[src/rtl/mem_stage_pkg.sv]
// Shared types and constants for the MEM-stage data-access controller.
// The timeout counter width is derived from the timeout depth by a helper function.
package mem_stage_pkg;

    typedef enum logic [1:0] {
        IDLE = 2'd0,
        WAIT = 2'd1,
        DONE = 2'd2
    } state_e;

    // Any set bit under this mask makes a word access misaligned.
    localparam logic [1:0] WORD_ALIGN_MASK = 2'b11;

    function automatic int tmo_cnt_width(input int cycles);
        return (cycles > 2) ? $clog2(cycles) : 1;
    endfunction

endpackage

[src/rtl/mem_timeout_counter.sv]
// Counts cycles spent waiting for the data memory.
// Flags expiry once TIMEOUT_CYCLES-1 has been reached.
module mem_timeout_counter
    import mem_stage_pkg::*;
#(
    parameter int TIMEOUT_CYCLES = 255
) (
    input  logic clk,
    input  logic reset,
    input  logic clear,
    input  logic enable,
    output logic expired
);

    localparam int CW = tmo_cnt_width(TIMEOUT_CYCLES);
    localparam logic [CW-1:0] LAST = CW'(TIMEOUT_CYCLES - 1);

    logic [CW-1:0] count_q, count_d;

    assign expired = (count_q == LAST);

    // Holds at the terminal value so the count can never wrap back to zero.
    always_comb begin
        count_d = count_q;
        if (clear) begin
            count_d = '0;
        end else if (enable && !expired) begin
            count_d = count_q + CW'(1);
        end
    end

    always_ff @(posedge clk or posedge reset) begin
        if (reset) begin
            count_q <= '0;
        end else begin
            count_q <= count_d;
        end
    end

endmodule

[src/rtl/mem_stage_access_unit.sv]
// MEM-stage data-access controller: req/ack handshake to data memory, pipeline
// stall while an access is outstanding, misalignment and timeout reporting.
//   state | meaning
//   IDLE  | no access outstanding; an aligned access stalls and issues a request
//   WAIT  | request held on the bus until ack or timeout
//   DONE  | access complete; pipeline advances at this edge
module mem_stage_access_unit
    import mem_stage_pkg::*;
#(
    parameter int DATA_WIDTH     = 32,
    parameter int ADDR_WIDTH     = 32,
    parameter int TIMEOUT_CYCLES = 255
) (
    input  logic                  clk,
    input  logic                  reset,
    input  logic                  in_Valid,
    input  logic [ADDR_WIDTH-1:0] in_ALUResult,
    input  logic [DATA_WIDTH-1:0] in_WriteData,
    input  logic                  in_CtrlMemRead,
    input  logic                  in_CtrlMemWrite,
    output logic                  mem_req,
    output logic                  mem_we,
    output logic [ADDR_WIDTH-1:0] mem_addr,
    output logic [DATA_WIDTH-1:0] mem_wdata,
    input  logic [DATA_WIDTH-1:0] mem_rdata,
    input  logic                  mem_ack,
    output logic [DATA_WIDTH-1:0] out_MemoryData,
    output logic                  out_Stall,
    output logic                  out_Done,
    output logic                  out_MisalignedError,
    output logic                  out_TimeoutError
);

    state_e state_q, state_d;

    logic                  access;
    logic                  misaligned;
    logic                  start;
    logic                  expired;
    logic                  mem_req_q;
    logic                  mem_we_q;
    logic [ADDR_WIDTH-1:0] mem_addr_q;
    logic [DATA_WIDTH-1:0] mem_wdata_q;
    logic [DATA_WIDTH-1:0] mem_data_q;
    logic                  timeout_err_q;

    assign access     = in_Valid & (in_CtrlMemRead | in_CtrlMemWrite);
    assign misaligned = |(in_ALUResult[1:0] & WORD_ALIGN_MASK);
    assign start      = (state_q == IDLE) & access & ~misaligned;

    mem_timeout_counter #(
        .TIMEOUT_CYCLES(TIMEOUT_CYCLES)
    ) u_timeout (
        .clk    (clk),
        .reset  (reset),
        .clear  (start),
        .enable (state_q == WAIT),
        .expired(expired)
    );

    always_ff @(posedge clk or posedge reset) begin
        if (reset) begin
            state_q <= IDLE;
        end else begin
            state_q <= state_d;
        end
    end

    always_comb begin
        state_d = state_q;
        case (state_q)
            IDLE:    if (start) state_d = WAIT;
            WAIT:    if (mem_ack || expired) state_d = DONE;
            DONE:    state_d = IDLE;
            default: state_d = IDLE;
        endcase
    end

    // Input-dependent outputs are gated so reset clears them without waiting for an edge.
    always_comb begin
        out_Stall           = !reset && (start || (state_q == WAIT));
        out_Done            = (state_q == DONE);
        out_MisalignedError = !reset && (state_q == IDLE) && access && misaligned;
    end

    always_ff @(posedge clk or posedge reset) begin
        if (reset) begin
            mem_req_q     <= 1'b0;
            mem_we_q      <= 1'b0;
            mem_addr_q    <= '0;
            mem_wdata_q   <= '0;
            mem_data_q    <= '0;
            timeout_err_q <= 1'b0;
        end else if (start) begin
            mem_req_q   <= 1'b1;
            mem_we_q    <= in_CtrlMemWrite;
            mem_addr_q  <= in_ALUResult;
            mem_wdata_q <= in_WriteData;
        end else if (state_q == WAIT) begin
            if (mem_ack) begin
                mem_req_q <= 1'b0;
                if (!mem_we_q) mem_data_q <= mem_rdata;
            end else if (expired) begin
                mem_req_q     <= 1'b0;
                timeout_err_q <= 1'b1;
                if (!mem_we_q) mem_data_q <= '0;
            end
        end
    end

    assign mem_req          = mem_req_q;
    assign mem_we           = mem_we_q;
    assign mem_addr         = mem_addr_q;
    assign mem_wdata        = mem_wdata_q;
    assign out_MemoryData   = mem_data_q;
    assign out_TimeoutError = timeout_err_q;

endmodule

[config.mk]
export PLATFORM = sky130hd
export DESIGN_NAME = mem_stage_access_unit
export DESIGN_NICKNAME = d
export VERILOG_FILES = /design/src/rtl/mem_stage_pkg.sv /design/src/rtl/mem_timeout_counter.sv /design/src/rtl/mem_stage_access_unit.sv
export SDC_FILE = /design/constraint.sdc
export NUM_CORES = 1
export LEC_CHECK = 0
export CAP_MARGIN = 15
export CORE_ASPECT_RATIO = 0.9
export CORE_MARGIN = 2
export CORE_UTILIZATION = 39
export CTS_BUF_LIST = sky130_fd_sc_hd__clkbuf_2 sky130_fd_sc_hd__clkbuf_4 sky130_fd_sc_hd__clkbuf_8
export DETAILED_ROUTE_END_ITERATION = 10
export PLACE_DENSITY = 0.82
export SYNTH_ARGS = -nofsm -noshare
export SYNTH_HDL_FRONTEND = slang
export SYNTH_SLANG_ARGS = --single-unit
[constraint.sdc]
create_clock -name clk -period 3.6 [get_ports clk]
set_input_delay 0.72 -clock clk [delete_from_list [all_inputs] [get_ports clk]]
set_output_delay 0.72 -clock clk [all_outputs]
set_load 0.005 [all_outputs]
==> summary.txt, run 1 <==
Clock network
  • CTS tree: built
  • Post-CTS Resized: 0
  • Sinks on Clock Net: 109
  • Num CTS Buffers: 9
  • Root Driver: clkbuf_8
  • CTS Buffer Depth: 2
  • # hold bufs at CTS: 0
  • Worst skew pair latency: 380 ps
  • Clk pin slew, worst setup/hold paths: 90 ps
  • H-tree Lvls: 3
  • Setup bufs post-CTS: 0

Timing
  • Fin crit period: 3270 ps
  • Setup TNS: 0 ps
  • Worst slew margin: 0.544
  • Tightest Pin Transition: 682 ps
  • Final-report hold violation count: 0
  • Setup violators final: 0
  • Smallest hold slack: 489 ps
  • Setup WS post-layout: 326 ps
  • Fmax: 0.305 GHz
  • Worst clock skew: 13.5 ps
  • Max-slew violation count: 0
  • RSZ-0062 raised after global routing: false
  • Final worst-path cycle share: 0.909

Yosys
  • Mapped cell area: 4500 um^2
  • Post-Synthesis Net Count: 448
  • Async set-or-reset flop fraction in the synthesized netlist: 1.00
  • Post-synth EDFFs: 0
  • Post-synth top flop: dfrtp_1
  • Cell variety after synth: 39
  • #FFs+latches synth: 109
  • Seq/Total Area, Yosys: 0.607
  • Syn Area/Cell: 13.1 um^2
  • Post-Synthesis Cells: 344
  • Ys Warns: 0

Flow run
  • Max-cap violation count: 0

Floorplanning
  • Chip Height: 106 um
  • CORE AREA: 11300 um^2
  • Rows: 37
  • Die Wd: 117 um
  • Top-level I/O count: 204
  • Initial core utilization: 0.396
  • Die ar.: 12400 um^2

Worst setup path
  • Slowest cell on crit path: clkdlybuf4s50_1
  • Kind of end point of the critical path: primary output
  • Slowest stage delay, CP: 510 ps
  • Worst Setup Start Kind: input port
  • CP required: 2880 ps
  • Crit Path Category: in2out
  • Worst-path fanout max: 2
  • Arrival time worst endpoint: 2550 ps
  • CP Cell Sequence: clkdlybuf4s50_1 > or3b_1 > or3_1 > a21oi_1 > clkdlybuf4s50_1
  • Most used cell, CP: clkdlybuf4s50_1

Global route
  • Vias in the first global route: 3767
  • Total grt overflow: 0
  • GRT Overall Usage: 0.192
  • First-pass GRT wire length: 18300 um
  • Met3 Resource Use GR: 0.0811
  • Largest net degree at the start of global routing: 55
  • Grt peak-use layer: met2
  • Met2 usage: 0.331
  • Antenna violations before repair: 0
  • Met1 GRT Util: 0.205

Final layout
  • Final layout net count: 652
  • # diodes: 0
  • Fraction of layout cells with a size suffix above 1: 0.165
  • # fillers: 938
  • Area occupied by multi-input gates: 1530 um^2
  • Post-layout util: 0.612
  • Design Area, Final: 6940 um^2
  • Sequential cell area: 2730 um^2
  • Area Overhead vs Synth: 54.3%

Routing
  • Pre-antenna DRT Iters: 4
  • Number of remaining DRC errors: 0
  • Routed Antenna Nets: 0
  • Detailed-route wire length: 11700 um
  • DR vias: 3509
  • Routed WL per cell: 16.5 um
  • Initial DRC count: 180
  • DR vias/cell: 4.95

Status
  • Status: finished clean

Min path
  • Hold WC Path Type: reg2reg

Placed design
  • IO buf count: 203
  • RePlAce Congestion: 0.811
  • DP HPWL: 8690 um
  • Cell Area, Placed: 6710 um^2
  • Post-place setup slack: 321 ps

Power and ir drop
  • Max VDD drop: 337 uV
  • Power density over cell area: 502 nW/um^2
  • LEAKAGE: 3.08 nW
-- cell usage after synthesis (2+ instances only) --
cell	count	area (um^2)
nor2b_1	2	12.5
o21ai_0	34	170
mux2i_1	7	70.1
a22oi_1	32	240
mux2_1	4	45.0
clkbuf_1	12	45.0
mux2_2	59	664
buf_6	6	67.6
and2_1	4	25.0
dfrtp_1	109	2730
and3_1	2	12.5
nand4_1	3	18.8
ha_1	2	25.0
o31ai_1	7	52.6
inv_1	36	135
nand2_1	2	7.51
-- logic make-up after synthesis --
family | count (synthesis) | share of synthesized area
flops | 109 | 0.607
compound gates | 82 | 0.119
mux | 70 | 0.173
buf+inv | 56 | 0.0579
simple gates | 25 | 0.0381
fa+ha+maj | 2 | 0.00556
-- registers in the layout, indices dropped and copies added (netlist names) --
signal,count
out_TimeoutError,1
out_MemoryData,32
u_timeout.count_q,8
mem_wdata,32
mem_addr,32
mem_we,1
mem_req,1
state_q,2
-- cells in the final DEF, fill, tap and decap left out, types with 2 or more instances in the layout --
cell and count:
nand2_1 2, mux2i_1 7, mux2_1 4, clkinvlp_4 2, mux2_2 59, ha_1 2, and2_1 4, a22oi_1 32
o31ai_1 7, dfrtp_1 109, clkbuf_8 11, and3_1 2, clkdlybuf4s50_1 203, nand4_1 3, inv_1 35, buf_4 7
o21ai_0 34, nor2b_1 2, buf_12 2
-- power by group --
group	switching, W	internal (W)
clock network	0.000414	0.000360
logic	0.000331	0.000726
registers	0.000170	0.00148
-- metrics by stage --
stage,cells,power (W)
2_1_floorplan,344,0.00202
3_5_place_dp,692,0.00275
4_1_cts,708,0.00354
5_1_grt,709,0.00368
6_report,709,0.00348
3_3_place_gp,692,0.00269
-- area by class of cell --
type	instances	area share
Clock buffer	11	0.0218
Clock inverter	5	0.00848
Timing Repair Buffer	213	0.308
Multi-Input combinational cell	179	0.220
Tap cell	156	0.0281
Inverter	36	0.0198
Sequential cell	109	0.393
-- metal layers --
metal  share of wire  vias up
met2            0.53      122
met1            0.37     1734
met3           0.081       21
li1                -     1632
met5               0        -
met4           0.026        0
-- worst paths after layout --
check | startpoint | endpoint | slack, ps | cells after the start
worst min-delay path | out_TimeoutError | out_TimeoutError | 490 | 2
worst min register to register | out_TimeoutError | out_TimeoutError | 490 | 2
min in group asynchronous | reset | mem_addr[20] | 750 | 2
worst max register to register | state_q[1] | mem_addr[3] | 1440 | 4
max in group asynchronous | reset | mem_addr[9] | 2180 | 3
worst max-delay path | in_Valid | out_Stall | 330 | 5
-- critical path: cells and delay by family --
family          cells  cell delay, ps
compound gates      1             140
simple gates        2             710
buf+inv             2             970
Note: power is estimated with default switching activity, not from simulation.
==> run 2, diff against run 1 <==
REMOVE_ABC_BUFFERS = 1   (was default)
==> run 2 against run 1 <==
Effect of this change:
- cell count down 0.56%
- sequential power hardly changed
- wire length hardly changed
- global-route usage is 0.070 points lower
- design area hardly changed
- via count shrank 1.3%
- combinational power barely moved
- critical path type unchanged
- critical endpoint unchanged
==> summary.txt, run 2 (synthesis results as in run 1) <==
Floorplanning
  • Die ar.: 12400 um^2 (unchanged)
  • Top-level I/O count: 204 (unchanged)
  • CORE AREA: 11300 um^2 (unchanged)
  • Chip Height: 106 um (unchanged)
  • Die Wd: 117 um (unchanged)
  • Initial core utilization: 0.396 (unchanged)
  • Rows: 37 (unchanged)

Routing
  • Pre-antenna DRT Iters: 6 (+2)
  • DR vias: 3465 (-1.3%)
  • Number of remaining DRC errors: 0 (unchanged)
  • Initial DRC count: 175 (-2.8%)
  • Routed Antenna Nets: 0 (unchanged)
  • Routed WL per cell: 16.6 um (+0.60%)
  • DR vias/cell: 4.91 (-0.69%)
  • Detailed-route wire length: 11700 um (about the same)

Global route
  • Total grt overflow: 0 (unchanged)
  • Antenna violations before repair: 0 (unchanged)
  • GRT Overall Usage: 0.191 (-0.000704)
  • First-pass GRT wire length: 18200 um (-0.60%)
  • Vias in the first global route: 3730 (-0.98%)
  • Largest net degree at the start of global routing: 64 (+16%)

Timing
  • Setup WS post-layout: 320 ps (-6.42 ps)
  • Fin crit period: 3280 ps (+6.42 ps)
  • Setup violators final: 0 (unchanged)
  • Fmax: 0.305 GHz (-0.20%)
  • Final-report hold violation count: 0 (unchanged)
  • Max-slew violation count: 0 (unchanged)
  • Setup TNS: 0 ps (unchanged)
  • Worst slew margin: 0.541 (-0.00296)
  • Tightest Pin Transition: 689 ps (+6.95 ps)
  • Worst clock skew: 7.61 ps (-5.87 ps)
  • RSZ-0062 raised after global routing: false
  • Smallest hold slack: 491 ps (+1.93 ps)
  • Final worst-path cycle share: 0.911 (+0.00178)

Clock network
  • H-tree Lvls: 3 (unchanged)
  • CTS Buffer Depth: 2 (unchanged)
  • Sinks on Clock Net: 109 (unchanged)
  • CTS tree: built
  • Worst skew pair latency: 380 ps (about the same)
  • Root Driver: clkbuf_8
  • Num CTS Buffers: 9 (unchanged)
  • Post-CTS Resized: 0 (unchanged)
  • # hold bufs at CTS: 0 (unchanged)
  • Setup bufs post-CTS: 0 (unchanged)
  • Clk pin slew, worst setup/hold paths: 100 ps (about the same)

Final layout
  • # diodes: 0 (unchanged)
  • Area Overhead vs Synth: 54.3% (about the same)
  • Final layout net count: 648 (-0.61%)
  • # fillers: 897 (-4.4%)
  • Most common cell after layout, fill and taps aside: clkdlybuf4s50_1
  • Fin cells: 705 (-0.56%)
  • Most frequent cells in the layout: clkdlybuf4s50_1 (203), dfrtp_1 (109), mux2_2 (59)
  • Fraction of layout cells with a size suffix above 1: 0.158 (-0.00609)
  • Post-layout util: 0.612 (about the same)

Placed design
  • RePlAce Congestion: 0.790 (-2.5%)
  • # placed instances: 688 (-0.58%)
  • DP HPWL: 8390 um (-3.4%)
  • IO buf count: 203 (unchanged)
  • Post-place setup slack: 322 ps (+1.19 ps)

Worst setup path
  • Slowest cell on crit path: clkdlybuf4s50_1
  • Arrival time worst endpoint: 2560 ps (about the same)
  • Worst Setup Start Kind: input port
  • Most used cell, CP: clkdlybuf4s50_1
  • Kind of end point of the critical path: primary output
  • Worst-path fanout max: 2 (unchanged)
  • Top delay family on crit path: buffers and inverters
  • CP Cell Sequence: clkdlybuf4s50_1 > or3b_1 > or3_1 > a21oi_1 > clkdlybuf4s50_1
  • Crit Path Category: in2out
  • CP required: 2880 ps (about the same)
  • Worst path bufs/invs: 2 (unchanged)
  • R2r setup slk: 1570 ps (+130 ps)
  • Slowest stage delay, CP: 520 ps (about the same)

Power and ir drop
  • Power density over cell area: 517 nW/um^2 (+3.0%)
  • NetSw: 0.000913 W (-0.17%)
  • Clock share of power: 0.245 (+0.023)
  • Pint: 0.00268 W (+4.2%)
  • LEAKAGE: 3.08 nW (about the same)
  • Sw Ratio: 0.254 (-0.00826)
  • Max VDD drop: 319 uV (-5.4%)
  • Flop pwr share: 0.460 (-0.014)
  • Combinational share of power: 0.295 (-0.008)

Min path
  • Hold WC Path Type: reg2reg

Flow run
  • Max-cap violation count: 0 (unchanged)

Status
  • Status: finished clean
-- run 2: path summary, 6_finish.rpt --
kind | endpoint | depth (start not counted) | from
setup / recovery | out_Stall | 5 | in_Valid
hold / removal | mem_wdata[3] | 1 | mem_wdata[3]
setup reg to reg | mem_wdata[12] | 4 | state_q[1]
hold reg to reg | mem_wdata[3] | 1 | mem_wdata[3]
max in group asynchronous | mem_wdata[12] | 3 | reset
min in group asynchronous | u_timeout.count_q[3] | 2 | reset
-- run 2: power groups by stage --
stage,registers [W],logic (W),clock network [W]
finish,0.00165,0.00106,0.000879
global route,0.00169,0.00115,0.000963
global placement,0.00166,0.00103,0
detailed placement,0.00168,0.00107,0
floorplan,0.00167,0.000340,0
CTS,0.00166,0.00107,0.000912
-- run 2: routing by layer --
layer | up-vias | global-route usage | routed length [um] | part of all wire
met2 | 168 | 0.302 | 5390 | 0.46
li1 | 1616 | - | - | -
met5 | - | 0 | 0 | 0
met4 | 0 | 0.0882 | 252 | 0.022
met1 | 1665 | 0.216 | 4590 | 0.39
met3 | 16 | 0.0926 | 1460 | 0.12
-- run 2: stage by stage --
step           instance area, um^2  total power, W
4_1_cts                       6930         0.00364
3_5_place_dp                  6680         0.00274
5_1_grt                       6940         0.00380
6_report                      6940         0.00359
2_1_floorplan                 4370         0.00201
3_3_place_gp                  6680         0.00269
-- run 2: cell type report --
class	count	area, um^2	area share
timing repair buffer	209	2110	0.304
tap	156	195	0.0281
multi-input combinational	179	1530	0.220
sequential	109	2730	0.393
clock buffer	10	131	0.0189
inverter	36	138	0.0198
clock inverter	6	111	0.0160
-- run 2: worst register-to-register path, stage by stage (launching register included) --
cell and delay, ps:
dfrtp_1 460, or2_2 420, nor3_4 280, buf_12 340, mux2_2 410
